==> src/rtl/deposit_ctrl_pkg.sv <==
// Shared types and helpers for the deposit/force override controller.
package deposit_ctrl_pkg;

    typedef enum logic [1:0] {
        OP_DEPOSIT = 2'b00,
        OP_FORCE   = 2'b01,
        OP_RELEASE = 2'b10,
        OP_RSVD    = 2'b11
    } op_e;

    typedef enum logic {
        ST_IDLE   = 1'b0,
        ST_FORCED = 1'b1
    } state_e;

    // Next round-robin start index after a grant to idx, wrapping at n.
    function automatic int unsigned rr_next(input int unsigned idx, input int unsigned n);
        return (idx + 1 >= n) ? 0 : idx + 1;
    endfunction

endpackage

==> src/rtl/deposit_ctrl_rr_arbiter.sv <==
// Round-robin arbiter: one-hot grant from an eligibility mask, searching
// upward from a pointer that moves past the winner after every grant.
module rr_arbiter
    import deposit_ctrl_pkg::*;
#(
    parameter  int unsigned N  = 4,
    localparam int unsigned IW = (N > 1) ? $clog2(N) : 1
) (
    input  logic          clk,
    input  logic          rst,
    input  logic [N-1:0]  elig,
    output logic [N-1:0]  grant,
    output logic [IW-1:0] grant_idx,
    output logic          grant_valid
);

    logic [IW-1:0] ptr;
    logic [IW:0]   cand;

    // First eligible index at or after the pointer, modulo N.
    always_comb begin
        grant       = '0;
        grant_idx   = '0;
        grant_valid = 1'b0;
        cand        = '0;
        for (int unsigned k = 0; k < N; k++) begin
            cand = {1'b0, ptr} + (IW+1)'(k);
            if (cand >= (IW+1)'(N)) begin
                cand = cand - (IW+1)'(N);
            end
            if (!grant_valid && elig[cand[IW-1:0]]) begin
                grant_valid = 1'b1;
                grant_idx   = cand[IW-1:0];
            end
        end
        if (grant_valid) begin
            grant[grant_idx] = 1'b1;
        end
    end

    // Pointer advances to the slot just past the winner.
    always_ff @(posedge clk) begin
        if (rst) begin
            ptr <= '0;
        end else if (grant_valid) begin
            ptr <= IW'(rr_next(32'(grant_idx), N));
        end
    end

endmodule

==> src/rtl/deposit_ctrl.sv <==
// Override controller for one register: arbitrated DEPOSIT / FORCE / RELEASE
// requests alongside the functional write path, with a single-owner force lock.
module deposit_ctrl
    import deposit_ctrl_pkg::*;
#(
    parameter int unsigned N_REQ = 4,
    parameter int unsigned WIDTH = 8
) (
    input  logic                       clk,
    input  logic                       rst,
    input  logic                       func_we,
    input  logic [WIDTH-1:0]           func_d,
    input  logic [N_REQ-1:0]           req_valid,
    input  logic [2*N_REQ-1:0]         req_op,
    input  logic [WIDTH*N_REQ-1:0]     req_data,
    output logic [N_REQ-1:0]           ack,
    output logic [WIDTH-1:0]           q,
    output logic                       forced,
    output logic [$clog2(N_REQ)-1:0]   owner,
    output logic                       collide,
    output logic                       op_err
);

    localparam int unsigned OW = $clog2(N_REQ);

    state_e           state, state_n;
    logic [WIDTH-1:0] shadow, shadow_n;
    logic [WIDTH-1:0] force_val, fval_n;
    logic [WIDTH-1:0] q_n;
    logic [OW-1:0]    owner_n;
    logic [N_REQ-1:0] ack_n;
    logic             collide_n;
    logic             op_err_n;
    logic             dep_win;

    op_e              op_arr   [N_REQ];
    logic [WIDTH-1:0] data_arr [N_REQ];
    logic [N_REQ-1:0] elig;
    logic [N_REQ-1:0] grant;
    logic [OW-1:0]    gidx;
    logic             gvalid;

    // A requester already acked this cycle is masked so it cannot be granted
    // twice while dropping valid; under a lock only the owner may compete.
    for (genvar i = 0; i < N_REQ; i++) begin : g_unpack
        assign op_arr[i]   = op_e'(req_op[2*i +: 2]);
        assign data_arr[i] = req_data[WIDTH*i +: WIDTH];
        assign elig[i]     = req_valid[i] & ~ack[i] &
                             ((state == ST_IDLE) | (owner == OW'(i)));
    end

    rr_arbiter #(.N(N_REQ)) u_arb (
        .clk         (clk),
        .rst         (rst),
        .elig        (elig),
        .grant       (grant),
        .grant_idx   (gidx),
        .grant_valid (gvalid)
    );

    // Apply the granted operation, then the functional write unless a deposit won.
    always_comb begin
        state_n   = state;
        shadow_n  = shadow;
        fval_n    = force_val;
        owner_n   = owner;
        ack_n     = '0;
        collide_n = 1'b0;
        op_err_n  = 1'b0;
        dep_win   = 1'b0;
        if (gvalid) begin
            ack_n = grant;
            case (op_arr[gidx])
                OP_DEPOSIT: begin
                    shadow_n  = data_arr[gidx];
                    dep_win   = 1'b1;
                    collide_n = func_we;
                end
                OP_FORCE: begin
                    fval_n  = data_arr[gidx];
                    state_n = ST_FORCED;
                    owner_n = gidx;
                end
                OP_RELEASE: begin
                    if (state == ST_FORCED) begin
                        shadow_n = force_val;
                        state_n  = ST_IDLE;
                    end
                end
                OP_RSVD: begin
                    op_err_n = 1'b1;
                end
            endcase
        end
        // Ordered after RELEASE so a same-cycle functional write beats force_val.
        if (func_we && !dep_win) begin
            shadow_n = func_d;
        end
        q_n = (state_n == ST_FORCED) ? fval_n : shadow_n;
    end

    // State, data and registered outputs.
    always_ff @(posedge clk) begin
        if (rst) begin
            state     <= ST_IDLE;
            shadow    <= '0;
            force_val <= '0;
            owner     <= '0;
            ack       <= '0;
            q         <= '0;
            collide   <= 1'b0;
            op_err    <= 1'b0;
        end else begin
            state     <= state_n;
            shadow    <= shadow_n;
            force_val <= fval_n;
            owner     <= owner_n;
            ack       <= ack_n;
            q         <= q_n;
            collide   <= collide_n;
            op_err    <= op_err_n;
        end
    end

    assign forced = (state == ST_FORCED);

endmodule

==> config.mk <==
export PLATFORM = sky130hd
export DESIGN_NAME = deposit_ctrl
export DESIGN_NICKNAME = d
export VERILOG_FILES = /design/src/rtl/deposit_ctrl_pkg.sv /design/src/rtl/deposit_ctrl_rr_arbiter.sv /design/src/rtl/deposit_ctrl.sv
export SDC_FILE = /design/constraint.sdc
export NUM_CORES = 1
export LEC_CHECK = 0
export BUFFER_PORTS_ARGS = -buffer_cell sky130_fd_sc_hd__buf_2
export CAP_MARGIN = 15
export CORE_MARGIN = 2
export CORE_UTILIZATION = 35
export CTS_BUF_LIST = sky130_fd_sc_hd__clkbuf_2 sky130_fd_sc_hd__clkbuf_4 sky130_fd_sc_hd__clkbuf_8
export CTS_CLUSTER_SIZE = 12
export DETAILED_ROUTE_END_ITERATION = 12
export GPL_TIMING_DRIVEN = 0
export SYNTH_ARGS = -nofsm -noshare
export SYNTH_HDL_FRONTEND = slang
export SYNTH_SLANG_ARGS = --single-unit
==> constraint.sdc <==
create_clock -name clk -period 3.5 [get_ports clk]
set_input_delay 0.525 -clock clk [delete_from_list [all_inputs] [get_ports clk]]
set_output_delay 0.525 -clock clk [all_outputs]
set_load 0.02 [all_outputs]
# After elaboration in Yosys (flattened, before gate mapping)
# Index checks and enable logic that the tools add are counted.
[classes] n_addsub=8 magnitude_cmp=12 eq_ne=6 n_mux=41 bitwise_logic=20 reduce_logical=14
[op_table] operator="$mux W8" n=8
[op_table] operator="$mux W2" n=11
[op_table] operator="$bmux W8 S2" n=1
[op_table] operator="$pmux W8 S2" n=1
[op_table] operator="$ge A3 B3 Y1 const B" n=5
[op_table] operator="$lt A2 B3 Y1 const B" n=5
[op_table] operator="$mux W1" n=13
[op_table] operator="$and A1 B1 Y1" n=8
[op_table] operator="$bmux W1 S2" n=4
[op_table] operator="$eq A2 B2 Y1 const B" n=4
[op_table] operator="$sub A2 B1 Y2 const B" n=4
[op_table] operator="$not A1 Y1" n=7
[op_table] operator="$add A2 B1 Y3 const B" n=2
[op_table] operator="$add A2 B2 Y3 const B" n=2
[op_table] operator="$logic_and A1 B1 Y1" n=5
[op_table] operator="$bmux W2 S2" n=1
[op_table] operator="$eq A2 B1 Y1 const B" n=2
[op_table] operator="$logic_not A1 Y1" n=4
[op_table] operator="$logic_not A2 Y1" n=2
[op_table] operator="$or A1 B1 Y1" n=4
[op_table] operator="$ge A2 B3 Y1 const B" n=1
[op_table] operator="$not A2 Y3" n=1
[op_table] operator="$reduce_or A3 Y1" n=1
[op_table] operator="$demux W1 S2" n=1
[op_table] operator="4 further kinds" n=4
[word_totals] regBits=35 inputBits=55 out_inout_bits=17 word_cells=110

# Depth between registers and ports, before layout
# Gate-level depths: netlist of run 1.
[depth] depth_word=26 ltp_mapped=16 ltp_nobuf=14

# Modules after synthesis
# Synthesis of run 1 repeated with hierarchy kept, for this count alone.
[unflattened] cells_unflattened=223 hier_area_um2=2134.5
[modules_own_cells] module="deposit_ctrl" n_inst=1 cells_per_inst=194 area_each_um2=1896.8 seq_area_each_um2=660.6
[modules_own_cells] module="rr_arbiter" n_inst=1 cells_per_inst=29 area_each_um2=237.7 seq_area_each_um2=40.0

# Worst setup path after synthesis of run 1
# OpenSTA, ideal clock, no wires.
[synth_timing] path_type="reg2reg" from="register owner[1]" to="register q[4]" arrival_ps=3109 required_ps=3357 path_slack_ps=248 stages_incl_launch_ff=14 path_buffers=2 path_cell_list="dfxtp_1 -> nand2_1 -> a21oi_4 -> o211a_1 -> buf_2 -> nand2_1 -> a211oi_1 -> or2_2 -> inv_1 -> ha_1 -> a22o_4 -> buf_6 -> a222oi_1 -> o221ai_1"
[synth_via] elab_chain_len=26 elab_cells_between_ends=56 classes_between="5 x eq/ne; 32 x mux; 9 x bitwise; 10 x reduce/logical"
[synth_rtl] element="start: declaration" line_no="deposit_ctrl.sv:19" source="output logic [$clog2(N_REQ)-1:0] owner,"
[synth_rtl] element="start signal: assignment" line_no="deposit_ctrl.sv:117" source="owner <= owner_n;"
[synth_rtl] element="$eq A2 B1 Y1, or another cell as far along" line_no="deposit_ctrl.sv:49" source="((state == ST_IDLE) | (owner == OW'(i)));"
[synth_rtl] element="$or A1 B1 Y1" line_no="deposit_ctrl.sv:49"
[synth_rtl] element="$and A1 B1 Y1" line_no="deposit_ctrl.sv:48" source="assign elig[i] = req_valid[i] & ~ack[i] &"
[synth_rtl] element="$bmux W1 S2" line_no="deposit_ctrl_rr_arbiter.sv:31" source="if (!grant_valid && elig[cand[IW-1:0]]) begin"
[synth_rtl] element="$mux W1 (implied by the code)" line_no="deposit_ctrl_rr_arbiter.sv:31"
[synth_rtl] element="$mux W1" line_no="deposit_ctrl_rr_arbiter.sv:31"
[synth_rtl] element="$logic_not A1 Y1" line_no="deposit_ctrl_rr_arbiter.sv:31"
[synth_rtl] element="$logic_and A1 B1 Y1" line_no="deposit_ctrl_rr_arbiter.sv:31"
[synth_rtl] element="[9 not listed]"
[synth_rtl] element="$mux W2 (implied by the code) (2 in series)" line_no="deposit_ctrl.sv:73" source="case (op_arr[gidx])"
[synth_rtl] element="$logic_not A2 Y1" line_no="deposit_ctrl.sv:73"
[synth_rtl] element="$mux W1" line_no="deposit_ctrl.sv:73"
[synth_rtl] element="$mux W1" line_no="deposit_ctrl.sv:71" source="if (gvalid) begin"
[synth_rtl] element="$logic_not A1 Y1" line_no="deposit_ctrl.sv:96" source="if (func_we && !dep_win) begin"
[synth_rtl] element="$logic_and A1 B1 Y1" line_no="deposit_ctrl.sv:96"
[synth_rtl] element="$mux W8" line_no="deposit_ctrl.sv:96"
[synth_rtl] element="$mux W8 (*)" line_no="deposit_ctrl.sv:99" source="q_n = (state_n == ST_FORCED) ? fval_n : shadow_n;"
[synth_rtl] element="end signal: assignment" line_no="deposit_ctrl.sv:119" source="q <= q_n;"
[synth_rtl] element="end: declaration" line_no="deposit_ctrl.sv:17" source="output logic [WIDTH-1:0] q,"
# Mark *: on every way between the ends. The rest lies on a longest branch, timed or not. The select of a mux whose other input is x is not followed.
# A chain may end at the register's enable or synchronous reset.

# Final worst setup path of run 1
[layout_timing] from="register owner[1]" to="register q[1]"
# The elaborated chain is that of the path after synthesis.

==> flow_metrics.tcl, run 1 <==
set metrics [dict create \
    status "finished, final reports clean" \
    syn_area_per_cell_sq_um 8.06 \
    r2r_start "owner[1]" \
    diodes 0 \
    gr-total-overflow 0 \
    synthesis.area_sq_um 2310 \
    chipWidth_um 85.3 \
    antenna_found_initial 0 \
    reg2reg_depth 12 \
    rsz0062_at_grt "yes" \
    grt_start_max_net_pins 12 \
    cp.arrival_ns 3.51 \
    cp_max_fo 10 \
    core-area_sq_um 6390 \
    min_to "owner[0]" \
    cts_tree "done" \
    h-tree-depth 2 \
    clock-root-buffer "clkbuf_8" \
    track_usage_pct 20.0 \
    synth_warnings 0 \
    p_total_w 0.00327 \
    first_global_vias 2424 \
    synth-seq-area-share_pct 30.3 \
    grt_use_met1_pct 29.2 \
    worstSetupPathType "reg -> reg" \
    gp_congestion 0.850 \
    hold_class "reg -> reg" \
    async_flop_share_pct 0 \
    setup_tns_ns 0 \
    grt_util_met2_pct 29.7 \
    syn_inst 287 \
    worst_pin_slew_ns 0.766 \
    cp-start-kind "register" \
    cts_sinks 35 \
    hold_depth 2 \
    drtIter0Drc 186 \
    dpl_worst_slack_ns -0.386 \
    area_growth_pct 32.7 \
    vias 2507 \
    place_hpwl_mm 5.45 \
    portBuffers 71 \
    drc_errors 0 \
    grt_use_met3_pct 3.21 \
    synth_seq_cells 35 \
    skew_ns 0.00750 \
    setup_ws_ns 0.146 \
    ys.flop_type "dfxtp_1" \
    cap_violations 0 \
    finalCritPeriodShare_pct 95.8 \
    reg2reg_slack_ns 0.15 \
    die-height_um 85.3 \
    grt_pass1_wl_mm 11.7 \
    synth_most_common_cell "nand3_1" \
    cts_hold_buf 0 \
    setup_viol_count_final 0 \
    syn_nets 348 \
    p_leak_nw 1.29 \
    layout.nets 432 \
    ys_top_cells_by_area "dfxtp_1 (30%), nand3_1 (7.8%), nand2b_1 (4.3%)" \
    hold_violations 0 \
    cts_inserted_buffers 5 \
    holdWs_ns 0.517 \
    dieArea_sq_um 7270 \
    utilization_pct 48.1 \
    r2r_end "q[1]" \
    cts_buffer_depth 2 \
    initial_core_util_pct 36.2 \
    period_minus_slack_ns 3.35 \
    required_ns 3.66 \
    min_from "owner[0]" \
    fp-row-count 29 \
    cp-startpoint "owner[1]" \
    num-fill-cells 646 \
    slew_headroom_pct 48.8 \
    busiest_layer "met2" \
    yosysTopAreaCell "dfxtp_1" \
    synth_edf_count 0 \
    drv_slew 0 \
    max_freq_ghz 0.298 \
    io_pins 72 \
    routed_via_density 5.58 \
    yosysTopAreaCellShare_pct 30.3 \
    drt-wirelength-per-cell_um 15.8 \
    synthDistinctLibCells 51 \
    end_kind "register" \
    insertion_delay_ns 0.30 \
    drt-total-wl_mm 7.11 \
    cts.clk_slew.worst_paths_ns 0.08 \
    drive_gt1_share_pct 34.7 \
    powerDensity_nw_per_um2 1070 \
    ys_top_cells_by_count "nand3_1 (36), dfxtp_1 (35), nor2_1 (22), o21ai_0 (18), nand2b_1 (16)" \
    first_pass_iters 4 \
    ir_drop_v 0.000541 \
    detail-route-antenna-nets 0 \
]
==> logic make-up after synthesis <==
| group | count (synthesis) | share of synthesized area [%] |
|---|---|---|
| compound gates | 91 | 30.3 |
| fa+ha+maj | 6 | 3.25 |
| buf+inv | 36 | 6.82 |
| flops | 35 | 30.3 |
| mux | 3 | 1.30 |
| simple gates | 116 | 28.0 |
==> layer usage <==
metal / vias to the layer above / wire (um)
li1: 1249 / -
met1: 1157 / 3440
met2: 92 / 3130
met3: 9 / 431
met4: 0 / 104
met5: - / 0
==> worst max-delay path by stage <==
stage | cells past startpoint | to | slack, ns
final | 12 | q[1] | 0.15
after global routing | 15 | q[6] | -0.02
after CTS | 16 | q[6] | 0.01
after detailed placement | 16 | q[1] | -0.39
after global placement | 16 | q[6] | -0.37
after floorplan | 13 | q[4] | 0.25
==> area by class of cell <==
type                       instances  area (sq um)  area share [%]
multi-input combinational        216          1570            51.1
sequential                        35           704            23.0
timing repair buffer              77           400            13.0
buffer                            20           123            4.00
tap                               77          96.3            3.14
clock buffer                       6          82.6            2.69
inverter                          16          60.1            1.96
clock inverter                     2          35.0            1.14
==> placed cells by master, fill, tap and decap left out, types with 4 or more instances in the layout <==
cell type	synthesis	routed
a221oi_1	7	7
nor2_1	22	22
a222oi_1	6	6
nand2_2	0	4
o22ai_1	6	6
nor2b_1	9	8
o21ai_0	18	18
clkbuf_4	0	4
nand2_1	12	8
ha_1	6	6
a2111oi_1	0	5
buf_2	6	73
inv_1	14	14
and3_1	4	4
nand2b_1	16	16
dfxtp_1	35	32
clkbuf_8	0	6
buf_4	0	8
nand3_1	36	36
a31oi_1	9	6
o221ai_1	8	8
clkbuf_1	10	7
and2_1	7	7
==> through the flow <==
stage | instance area, sq um | cells
final | 3070 | 449
after global routing | 3070 | 449
after floorplan | 2310 | 287
after CTS | 2960 | 448
after global placement | 2760 | 435
after detailed placement | 2760 | 435
==> critical path, cell delays in order, from the launching register on <==
cell and delay (ns):
dfxtp_2 0.36, nand2b_1 0.19, a21o_4 0.24, a211o_1 0.34, and3_1 0.19, a211oi_2 0.28
or2_2 0.22, inv_1 0.06, ha_1 0.24, a22o_4 0.31, buf_6 0.15, a221oi_1 0.43
o221ai_1 0.20
==> report_power, final <==
part           internal, W  switching [W]
clock network     0.000231       0.000161
logic             0.000879        0.00132
registers         0.000573       0.000108
total              0.00168        0.00159
==> state kept, by name, summed over array words and instances, names as in the netlist <==
name / count
ack: 4
collide: 1
force_val: 8
forced: 1
op_err: 1
owner: 2
q: 8
shadow: 8
u_arb.ptr: 2
==> what timing repair did <==
item / in CTS / in global routing
setup buffers: 5 / 1
gates cloned: 0 / 0
pin swaps: 4 / 6
gates resized for setup: 12 / 34
setup endpoints to repair: 25 / 25
Note: power is estimated with default switching activity, not from simulation.
==> run 2: changes to the inputs <==
--- a/config.mk
+++ b/config.mk
@@ -5,6 +5,7 @@
 export SDC_FILE = /design/constraint.sdc
 export NUM_CORES = 1
 export LEC_CHECK = 0
+export ABC_AREA = 1
 export BUFFER_PORTS_ARGS = -buffer_cell sky130_fd_sc_hd__buf_2
 export CAP_MARGIN = 15
 export CORE_MARGIN = 2
@@ -12,7 +13,6 @@
 export CTS_BUF_LIST = sky130_fd_sc_hd__clkbuf_2 sky130_fd_sc_hd__clkbuf_4 sky130_fd_sc_hd__clkbuf_8
 export CTS_CLUSTER_SIZE = 12
 export DETAILED_ROUTE_END_ITERATION = 12
-export GPL_TIMING_DRIVEN = 0
 export SYNTH_ARGS = -nofsm -noshare
 export SYNTH_HDL_FRONTEND = slang
 export SYNTH_SLANG_ARGS = --single-unit
==> flow_metrics.tcl, run 2 <==
set metrics [dict create \
    antenna_found_initial 0 \
    gr-total-overflow 0 \
    cp_max_fo 11 \
    path_common_cell "nand2_1" \
    track_usage_pct 17.6 \
    synth_most_common_cell "nand2_1" \
    slew_headroom_pct 70.1 \
    routed_via_density 4.72 \
    cts.clk_slew.worst_paths_ns 0.07 \
    layout.nets 554 \
    drt-wirelength-per-cell_um 11.8 \
    yosysTopAreaCell "dfxtp_1" \
    grt_start_max_net_pins 18 \
    detail-route-antenna-nets 0 \
    drtIter0Drc 120 \
    synth_warnings 0 \
    multiInputGateArea_sq_um 1520 \
    dieArea_sq_um 8210 \
    insertion_delay_ns 0.28 \
    reg2reg_slack_ns 0.37 \
    worstSetupPathType "reg -> reg" \
    hold_violations 0 \
    area_growth_pct 20.3 \
    portBuffers 71 \
    finalCritPeriodShare_pct 89.3 \
    cp.arrival_ns 3.31 \
    synth-seq-area-share_pct 26.7 \
    gp_congestion 0.805 \
    synth_edf_count 0 \
    slowest_stage "dfxtp_1" \
    grt_pass1_wl_mm 12.0 \
    syn_inst 421 \
    top_regs "force_val x8, q x8, shadow x8" \
    synthesis.area_sq_um 2630 \
    max_stage_delay_ns 0.60 \
    setup_viol_count_final 0 \
    ys.flop_type "dfxtp_1" \
    max_freq_ghz 0.320 \
    seq_area_sq_um 702 \
    cts_sinks 35 \
    num-fill-cells 806 \
    fp-row-count 31 \
    end_kind "register" \
    io_pins 72 \
    async_flop_share_pct 0 \
    drv_slew 0 \
    syn_nets 482 \
    vias 2797 \
    initial_core_util_pct 36.2 \
    cts_tree "done" \
    setup_tns_ns 0 \
    first_global_vias 2730 \
    place_hpwl_mm 5.53 \
    period_minus_slack_ns 3.13 \
    status "finished, final reports clean" \
    final_area_sq_um 3160 \
    synth_seq_cells 35 \
    syn_area_per_cell_sq_um 6.24 \
    chipWidth_um 90.6 \
    final_common_cell "nand2_1" \
    drt-total-wl_mm 6.99 \
    core-area_sq_um 7250 \
    rsz0062_at_grt "no" \
    cts_inserted_buffers 5 \
    yosysTopAreaCellShare_pct 26.7 \
    first_pass_iters 4 \
    hold_class "in -> reg" \
    die-height_um 90.6 \
    clock-root-buffer "clkbuf_8" \
    cp_cell_sequence "xnor2_4 -> nand3_1 -> nand2_4 -> nand4_1 -> a21oi_4 -> nand3_1 -> nand2_2 -> buf_4 -> ha_1 -> nand2_1 -> clkinv_1 -> buf_4 -> nand3_1 -> o21ai_1 -> nand2_1 -> nand2_1 -> inv_1 -> nand2_1 -> inv_1" \
    required_ns 3.68 \
    cap_violations 0 \
    cts_buffer_depth 2 \
    drc_errors 0 \
    drive_gt1_share_pct 23.5 \
    diodes 0 \
    dpl_cell_area_sq_um 3070 \
    worst_pin_slew_ns 0.447 \
    cp-start-kind "register" \
    ys_top_cells_by_count "nand2_1 (111), inv_1 (67), nand3_1 (51), nor2_1 (40), dfxtp_1 (35)" \
    ys_top_cells_by_area "dfxtp_1 (27%), nand2_1 (16%), nand3_1 (9.7%)" \
    final_cell_mix "nand2_1 (111), buf_2 (71), inv_1 (67)" \
    h-tree-depth 2 \
    synthDistinctLibCells 35 \
    skew_ns 0.00636 \
]
==> run 2: worst max-delay path: cells and delay by family (launching register included) <==
family	cells	cell delay (ns)
flops	1	0.60
compound gates	2	0.49
xor+xnor	1	0.19
buf+inv	5	0.50
simple gates	10	1.08
fa+ha+maj	1	0.16
==> run 2: repair_timing <==
action                     4_1_cts  5_1_grt
hold buffers                     0        0
setup endpoints to repair        0        4
buffers inserted                 0        0
gates resized for setup          0        1
==> run 2: metrics by stage <==
stage	hold WS (ns)	utilization, %	setup slack (ns)	cells
finish	0.529	43.5	0.374	592
global route	0.538	43.5	0.00188	592
CTS	0.528	43.5	0.242	592
detailed placement	0.512	42.3	0.215	585
global placement	0.497	42.3	0.271	585
floorplan	0.477	-	0.328	421
==> run 2: final timing paths <==
kind,from,end,cells after the start
max,u_arb.ptr[1],q[1],19
min,func_d[1],shadow[1],3
max reg2reg,u_arb.ptr[1],q[1],19
min reg2reg,force_val[1],force_val[1],2
==> run 2: cell families (layout without fill, tap and decap cells) <==
kind of cell    Yosys count  after routing  synth area share, %
fa+ha+maj                 6              6                 2.86
simple gates            238            238                 42.7
xor+xnor                  1              1                 1.05
buf+inv                  93            165                 15.4
compound gates           48             48                 11.2
flops                    35             35                 26.7
==> run 2: routing by layer <==
layer	global-route usage (%)	share of wire (%)	vias to the layer above
met5	0	0	-
met4	4.23	0.92	0
met3	3.76	5.0	6
met2	30.3	47	77
met1	22.2	48	1252
li1	-	-	1462
==> run 2: cell type report <==
type                            instances  share of cell area, %
Clock inverter                          1                  0.158
Timing Repair Buffer                   82                   13.9
Sequential cell                        35                   22.2
Clock buffer                            6                   2.61
Inverter                               76                   9.11
Tap cell                               99                   3.92
Multi-Input combinational cell        293                   48.1
Power of run 2 is left out: the tool's default activity adds up to more than one toggle a clock period on the data nets, which glitch-free logic cannot reach.
